`src/rtl/booth_mul_seq_pkg.sv`:
```
// booth_pkg: shared FSM/digit types and radix-4 Booth triplet decode
package booth_pkg;
  typedef enum logic [1:0] {IDLE, RUN, DONE} state_t;
  typedef enum logic [2:0] {ZERO, POS1, POS2, NEG1, NEG2} digit_t;
  localparam logic [2:0] T_Z0 = 3'b000;
  localparam logic [2:0] T_P1A = 3'b001;
  localparam logic [2:0] T_P1B = 3'b010;
  localparam logic [2:0] T_P2 = 3'b011;
  localparam logic [2:0] T_N2 = 3'b100;
  localparam logic [2:0] T_N1A = 3'b101;
  localparam logic [2:0] T_N1B = 3'b110;
  localparam logic [2:0] T_Z1 = 3'b111;
  function automatic digit_t decode(input logic [2:0] t);
    return (t == T_P1A || t == T_P1B) ? POS1 :
           (t == T_P2) ? POS2 :
           (t == T_N2) ? NEG2 :
           (t == T_N1A || t == T_N1B) ? NEG1 : ZERO;
  endfunction
endpackage

```
`src/rtl/booth_mul_seq_if.sv`:
```
// booth_mul_seq_if: start/busy/done handshake with operands and HI/LO result
interface booth_mul_seq_if #(parameter int WIDTH = 32) ();
  logic start;
  logic [WIDTH-1:0] a;
  logic [WIDTH-1:0] b;
  logic busy;
  logic done;
  logic [WIDTH-1:0] hi;
  logic [WIDTH-1:0] lo;
  modport master(output start, a, b, input busy, done, hi, lo);
  modport slave(input start, a, b, output busy, done, hi, lo);
endinterface

```
`src/rtl/booth_mul_seq_recode.sv`:
```
// booth_recode: combinational Booth digit select producing a WIDTH+2-bit signed partial product
module booth_recode
  import booth_pkg::*;
#(parameter int WIDTH = 32) (
  input  logic [2:0]       trip,
  input  logic [WIDTH-1:0] a,
  output logic [WIDTH+1:0] pp
);
  digit_t d;
  logic [WIDTH+1:0] ax;
  logic [WIDTH+1:0] ax2;
  always_comb begin
    d = decode(trip);
    ax = {{2{a[WIDTH-1]}}, a};
    ax2 = {ax[WIDTH:0], 1'b0};
    pp = d == POS1 ? ax : d == POS2 ? ax2 : d == NEG1 ? -ax : d == NEG2 ? -ax2 : '0;
  end
endmodule

```
`src/rtl/booth_mul_seq.sv`:
```
// booth_mul_seq: sequential signed radix-4 Booth multiplier, one digit per clock
module booth_mul_seq
  import booth_pkg::*;
#(parameter int WIDTH = 32) (
  input logic clk,
  input logic clr,
  booth_mul_seq_if.slave bus
);
  localparam int N = WIDTH / 2;
  localparam int CW = $clog2(N);
  state_t state;
  logic [WIDTH-1:0] ra;
  logic [WIDTH-1:0] rb;
  logic prev;
  logic [CW-1:0] cnt;
  logic [2*WIDTH-1:0] acc;
  logic [WIDTH+1:0] pp;
  logic [2*WIDTH-1:0] sum;
  logic last;
  booth_recode #(.WIDTH(WIDTH)) u_recode (.trip({rb[1:0], prev}), .a(ra), .pp(pp));
  always_comb begin
    sum = acc + ({{(WIDTH-2){pp[WIDTH+1]}}, pp} << {cnt, 1'b0});
    last = cnt == CW'(N - 1);
  end
  always_ff @(posedge clk) begin
    if (clr) begin
      state <= IDLE;
      bus.busy <= 1'b0;
      bus.done <= 1'b0;
      bus.hi <= '0;
      bus.lo <= '0;
      acc <= '0;
      cnt <= '0;
      ra <= '0;
      rb <= '0;
      prev <= 1'b0;
    end else begin
      bus.done <= 1'b0;
      case (state)
        IDLE, DONE: begin
          state <= bus.start ? RUN : IDLE;
          bus.busy <= bus.start;
          if (bus.start) begin
            ra <= bus.a;
            rb <= bus.b;
            acc <= '0;
            cnt <= '0;
            prev <= 1'b0;
          end
        end
        RUN: begin
          acc <= sum;
          rb <= rb >> 2;
          prev <= rb[1];
          cnt <= last ? '0 : cnt + 1'b1;
          if (last) begin
            bus.hi <= sum[2*WIDTH-1:WIDTH];
            bus.lo <= sum[WIDTH-1:0];
            bus.busy <= 1'b0;
            bus.done <= 1'b1;
            state <= DONE;
          end
        end
        default: state <= IDLE;
      endcase
    end
  end
endmodule

```
`src/flat_wrapper.sv`:
```
// flat-port wrapper written by rule: the top's interface ports become plain ports
module booth_mul_seq_flat import booth_pkg::*;
#(parameter int WIDTH = 32)
  (clk, clr, bus_start, bus_a, bus_b, bus_busy, bus_done, bus_hi, bus_lo);
  booth_mul_seq_if #(.WIDTH(WIDTH)) bus_i ();
  input logic clk;
  input logic clr;
  input wire logic [$bits(bus_i.start)-1:0] bus_start;
  input wire logic [$bits(bus_i.a)-1:0] bus_a;
  input wire logic [$bits(bus_i.b)-1:0] bus_b;
  output wire logic [$bits(bus_i.busy)-1:0] bus_busy;
  output wire logic [$bits(bus_i.done)-1:0] bus_done;
  output wire logic [$bits(bus_i.hi)-1:0] bus_hi;
  output wire logic [$bits(bus_i.lo)-1:0] bus_lo;
  assign bus_i.start = bus_start;
  assign bus_i.a = bus_a;
  assign bus_i.b = bus_b;
  assign bus_busy = bus_i.busy;
  assign bus_done = bus_i.done;
  assign bus_hi = bus_i.hi;
  assign bus_lo = bus_i.lo;
  booth_mul_seq #(.WIDTH(WIDTH)) u_core (.clk(clk), .clr(clr), .bus(bus_i));
endmodule
```
`config.mk`:
```
export PLATFORM = sky130hd
export DESIGN_NAME = booth_mul_seq_flat
export DESIGN_NICKNAME = d
export VERILOG_FILES = /design/src/rtl/booth_mul_seq_pkg.sv /design/src/rtl/booth_mul_seq_if.sv /design/src/rtl/booth_mul_seq_recode.sv /design/src/rtl/booth_mul_seq.sv /design/src/flat_wrapper.sv
export SDC_FILE = /design/constraint.sdc
export NUM_CORES = 1
export LEC_CHECK = 0
export CORE_ASPECT_RATIO = 1.75
export CORE_UTILIZATION = 59
export DETAILED_ROUTE_END_ITERATION = 8
export GPL_TIMING_DRIVEN = 0
export PLACE_DENSITY = 0.81
export SKIP_CTS_REPAIR_TIMING = 1
export SYNTH_ARGS = -nofsm -noshare
export SYNTH_HDL_FRONTEND = slang
export SYNTH_SLANG_ARGS = --single-unit
```
`constraint.sdc`:
```
create_clock -name clk -period 8.58 [get_ports clk]
set_clock_uncertainty 0.1 [all_clocks]
set_input_delay 1.716 -clock clk [delete_from_list [all_inputs] [get_ports clk]]
set_output_delay 1.716 -clock clk [all_outputs]
set_load 0.02 [all_outputs]
```
==> Word-level counts from Yosys, hierarchy flattened <==
Cells that the tools add are included.
{ "totals": {"register_bits": 201, "out_inout_bits": 66, "elab_cells": 64} }
{ "classes": {"n_addsub": 4, "eq_ne": 15, "shift": 1, "muxes": 23, "bitwise_logic": 1, "reduce_logical": 10} }
{ "ops": {"columns": ["op", "n"], "rows": [
  ["two-way mux 34 bit", 4],
  ["one-hot mux 64 bit (2 select lines)", 1],
  ["negator 34 bit", 2],
  ["adder 64 bit", 1],
  ["two-way mux 64 bit", 1],
  ["one-hot mux 32 bit (2 select lines)", 1],
  ["<< shifter 64 x 5 -> 64 bit", 1],
  ["two-way mux 32 bit", 1],
  ["== test 3 x 2 -> 1 bit (second input constant)", 4],
  ["== test 3 bit (second input constant)", 4],
  ["two-way mux 3 bit", 3],
  ["two-way mux 4 bit", 2],
  ["one-hot mux 4 bit (2 select lines)", 1],
  ["AND reduction 2 bit", 4],
  ["== test 3 x 1 -> 1 bit (second input constant)", 2],
  ["adder 4 x 1 -> 4 bit (second input constant)", 1],
  ["== test 4 bit (second input constant)", 1],
  ["two-way mux 1 bit", 4],
  ["two-way mux 2 bit", 2],
  ["one-hot mux 1 bit (2 select lines)", 2],
  ["one-hot mux 2 bit (2 select lines)", 1],
  ["OR reduction 2 bit", 2],
  ["== test 2 x 1 -> 1 bit (second input constant)", 1],
  ["== test 2 bit (second input constant)", 1],
  ["6 further kinds", 7]
]} }

==> Depth between registers and ports, before layout <==
{ "depth": {"depth_word": 14, "depth_mapped": 26} }

==> Cells and area by module <==
A second synthesis with hierarchy kept.
{ "unflattened": {"hier_cells": 1942, "area_unflattened_um2": 14423.8} }
{ "by_module_without_submodules": {"columns": ["module", "n_inst", "cells_per_inst", "area_per_inst_um2", "seq_area_each_um2"], "rows": [
  ["booth_mul_seq", 1, 1626, 12482.0, 4023.9],
  ["booth_recode", 1, 316, 1941.9, 0.0]
]} }

==> Worst setup path before layout <==
No wires, ideal clock.
{ "synth_timing": {"path_kind": "register to register", "startpoint": "register u_core.ra[7]", "endpoint": "register u_core.acc[61]", "arrival_ns": 5.896, "path_slack_ns": 2.466, "stages_incl_launch_ff": 22, "synth_period_minus_slack_ns": 6.114, "cell_sequence": "dfxtp_1 > buf_6 > or4_4 > or3_1 > buf_6 > or4b_4 > a31oi_1 > a21oi_1 > mux4_2 > a211o_1 > o21a_1 > ha_1 > clkbuf_1 > nand4_1 > or3_1 > o21ai_1 > o211ai_1 > a2111oi_0 > o21ai_0 > o21ai_1 > mux2i_1 > nand2_1"} }
{ "synth_between": {"elab_chain_cells": 8} }
{ "synth_rtl": {"columns": ["item", "line_no", "text"], "rows": [
  ["start, declared", "booth_mul_seq.sv:12", "logic [WIDTH-1:0] ra;"],
  ["start signal, assigned", "booth_mul_seq.sv:44", "ra <= bus.a;"],
  ["negator 34 bit", "booth_mul_seq_recode.sv:16", "pp = d == POS1 ? ax : d == POS2 ? ax2 : d == NEG1 ? -ax : d == NEG2 ? -ax2 : '0;"],
  ["two-way mux 34 bit (3 in series)", "booth_mul_seq_recode.sv:16", null],
  ["two-way mux 34 bit *", "booth_mul_seq_recode.sv:16", null],
  ["<< shifter 64 x 5 -> 64 bit *", "booth_mul_seq.sv:22", "sum = acc + ({{(WIDTH-2){pp[WIDTH+1]}}, pp} << {cnt, 1'b0});"],
  ["adder 64 bit *", "booth_mul_seq.sv:22", null],
  ["one-hot mux 64 bit (2 select lines) *", "booth_mul_seq.sv:39", "case (state)"],
  ["end signal, assigned", "booth_mul_seq.sv:52", "acc <= sum;"],
  ["end, declared", "booth_mul_seq.sv:16", "logic [2*WIDTH-1:0] acc;"]
]} }
Every way passes the cells marked *; elsewhere a longest branch is shown, timed or not.
A chain may end at the register's enable or synchronous reset.

==> Worst setup path in the final report <==
{ "layout_timing": {"startpoint": "register u_core.ra[15]", "endpoint": "register u_core.acc[61]"} }
The elaborated chain is that of the path after synthesis.

==> impl_metrics.toml <==
[clock_network]
cts_made_buffers = 21
clk_pin_slew_worst_paths_ps = 70
clkLatencyLatePin_ps = 530
cts.sinks = 201
h-tree-depth = 1
cts_tree = "done"
cts_root_buf = "clkbuf_16"
cts_buffer_depth = 3

[cells_and_area]
synthToLayoutAreaGrowth_pct = 15.9
drive_gt1_frac = 0.0460
nets = 2358
multi_input_area_um2 = 10400
fin_cells = 2556
seq_area_um2 = 4020
postLayoutCellArea_um2 = 17700
n_fill_cell = 2131
final_util = 0.697

[synthesis]
synth_edf_count = 0
yosysSeqAreaShare = 0.264
yosysWarnings = 0
synth_nets = 2204
syn_avg_cell_area_um2 = 7.35
yosys_register_bits = 201
ys.flop_type = "dfxtp_1"
synthCells = 2071
async_reset_ff_frac = 0
ys_types = 89
syn_area_um2 = 15200

[critical_path]
crit_chain = "nor4_1 > nand3_1 > or4_4 > and3_1 > a31oi_1 > o22ai_2 > mux2i_1 > mux2i_2 > mux2i_1 > mux2i_1 > ha_1 > nand4_1 > or3_1 > o21ai_1 > o211ai_1 > a2111oi_2 > o21ai_0 > o21ai_1 > mux2i_1 > nand2_1"
cp_num_buf_inv = 0
crit_slowest_cell = "nor4_1"
critPathKind = "register to register"
cp_top_family = "simple AND/OR/NAND/NOR gates"
crit_path_frequent_cell = "mux2i_1"
worst_ep_required_time_ps = 8900
crit_arrival_ps = 8860
start_kind = "register"
critPathMaxStageDelay_ps = 1120
crit_path_end_kind = "register"
cp_max_fo = 8

[power_and_ir_drop]
ir_drop_mv = 0.183
p_per_area_nw_per_um2 = 178
power_leakage_uw = 0.00706

[timing]
fin_crit_sh = 0.995
hold_slack_ps = 353
fmax_mhz = 117
finalSetupViolCount = 0
relSlewSlack = 0.0773
period_minus_slack_ps = 8540
rsz0062_at_grt = "no"
fin_ws_ps = 42.2
worstMarginPinSlew_ps = 1370
hold_viol = 0
drv_slew = 0

[placement]
place_worst_setup_slack_ps = -133
gp_congestion = 1.15
hpwl_um = 49800
placed_area_um2 = 16900
numPortBuffers = 131
dp.cells = 2518

[floorplan]
die_area_um2 = 26500
die_height_um = 215
std_cell_rows = 77
start_util = 0.601
die-width_um = 123
io_pins = 133
coreArea_um2 = 25300

[global_route]
grt_max_degree = 15
grt_pass1_wl_um = 102000
antenna_found_initial = 1
grt.total_usage = 0.513
grt_pass1_vias = 17400
grt_overflow = 0

[drt]
initialDrtViolationCount = 1954
routed_via_density = 6.99
ant_nets = 0
vias = 17900
dr.pass1.iters = 9
route.detailed.drc = 4
wire_per_inst_um = 26.1
wirelength_um = 66600

[job]
drv_cap = 0

[min_path]
min_path_type = "register to register"

[status]
status = "complete, but fails checks"
violations = "design-rule violations"
-- registers in the layout, indices dropped and copies added (netlist names) --
name / count
u_core.bus.busy: 1
u_core.prev: 1
u_core.bus.lo: 32
u_core.rb: 32
u_core.acc: 64
u_core.state: 2
u_core.bus.hi: 32
u_core.ra: 32
u_core.cnt: 4
u_core.bus.done: 1
-- kinds of logic after synthesis --
| family | count (synthesis) | synth area share |
|---|---|---|
| AO/OA/AOI/OAI | 691 | 0.294 |
| buffers and inverters | 218 | 0.0558 |
| adder cells (fa/ha/maj) | 66 | 0.0547 |
| multiplexers | 87 | 0.0646 |
| XOR/XNOR | 73 | 0.0420 |
| flip-flops | 201 | 0.264 |
| AND/OR/NAND/NOR | 735 | 0.225 |
-- layout by cell type, fill, tap and decap left out, types with 17 or more instances in the layout --
cell	synthesis	final
dfxtp_1	201	201
xnor2_1	46	46
nor2_1	184	184
nand3_1	48	48
ha_1	65	65
a21o_1	58	58
xor2_1	27	27
clkdlybuf4s50_1	0	131
a22oi_1	46	46
nand2b_1	20	20
o211ai_1	22	22
o22ai_1	51	50
a211oi_1	25	25
inv_1	37	37
buf_1	28	28
and3_1	18	18
nand2_1	271	271
nor3_1	68	67
clkbuf_16	0	21
clkbuf_1	141	143
a21oi_1	221	221
o21ai_0	98	97
o21bai_1	17	17
nand4_1	23	23
mux2i_1	63	62
-- cells in the mapped netlist, types with 23 or more instances --
cell,n,area (um^2)
mux2i_1,63,631
a211oi_1,25,188
nand4_1,23,144
a21o_1,58,435
o22ai_1,51,319
xor2_1,27,236
ha_1,65,813
a21oi_1,221,1110
inv_1,37,139
dfxtp_1,201,4020
xnor2_1,46,403
clkbuf_1,141,529
nor3_1,68,340
buf_1,28,105
nand3_1,48,240
a22oi_1,46,345
nor2_1,184,691
o21ai_0,98,490
nand2_1,271,1020
-- per-stage QoR --
step	setup TNS, ps	total power (uW)
6_report	0	3150
5_1_grt	0	3260
4_1_cts	-729	3060
3_5_place_dp	-463	2140
3_3_place_gp	-2260	2120
2_1_floorplan	0	1780
-- layer usage --
metal,vias to the layer above,track usage,part of all wire
li1,7911,-,-
met1,8226,0.498,0.31
met2,1201,0.804,0.46
met3,524,0.200,0.11
met4,2,0.498,0.12
met5,-,0,0.00023
-- worst reg2reg max path, delay by kind of cell (launching register included) --
family	cells	cell delay, ps
muxes	5	1660
AOI/OAI and AO/OA	7	2620
and+or+nand+nor	7	3190
DFF	1	400
adders and majority gates	1	470
-- where the power goes --
| part | switching [uW] | total [uW] | internal, uW |
|---|---|---|---|
| sequential | 37.7 | 1020 | 981 |
| clock | 415 | 934 | 519 |
| combinational | 809 | 1190 | 386 |
-- path summary, 6_finish.rpt --
| path | depth (start not counted) | from | slack (ps) | to |
|---|---|---|---|---|
| setup / recovery | 20 | u_core.ra[15] | 40 | u_core.acc[61] |
| hold / removal | 2 | u_core.bus.lo[14] | 350 | u_core.bus.lo[14] |
| setup reg to reg | 20 | u_core.ra[15] | 40 | u_core.acc[61] |
| hold reg to reg | 2 | u_core.bus.lo[14] | 350 | u_core.bus.lo[14] |
-- layout make-up --
type,instances,share of cell area
Timing Repair Buffer,131,0.0743
Clock buffer,27,0.0333
Antenna cell,1,0.000142
Inverter,39,0.00829
Tap cell,316,0.0224
Multi-Input combinational cell,1652,0.589
Buffer,179,0.0398
Sequential cell,201,0.228
Clock inverter,10,0.00525
Power figures use the tool's default switching activity.
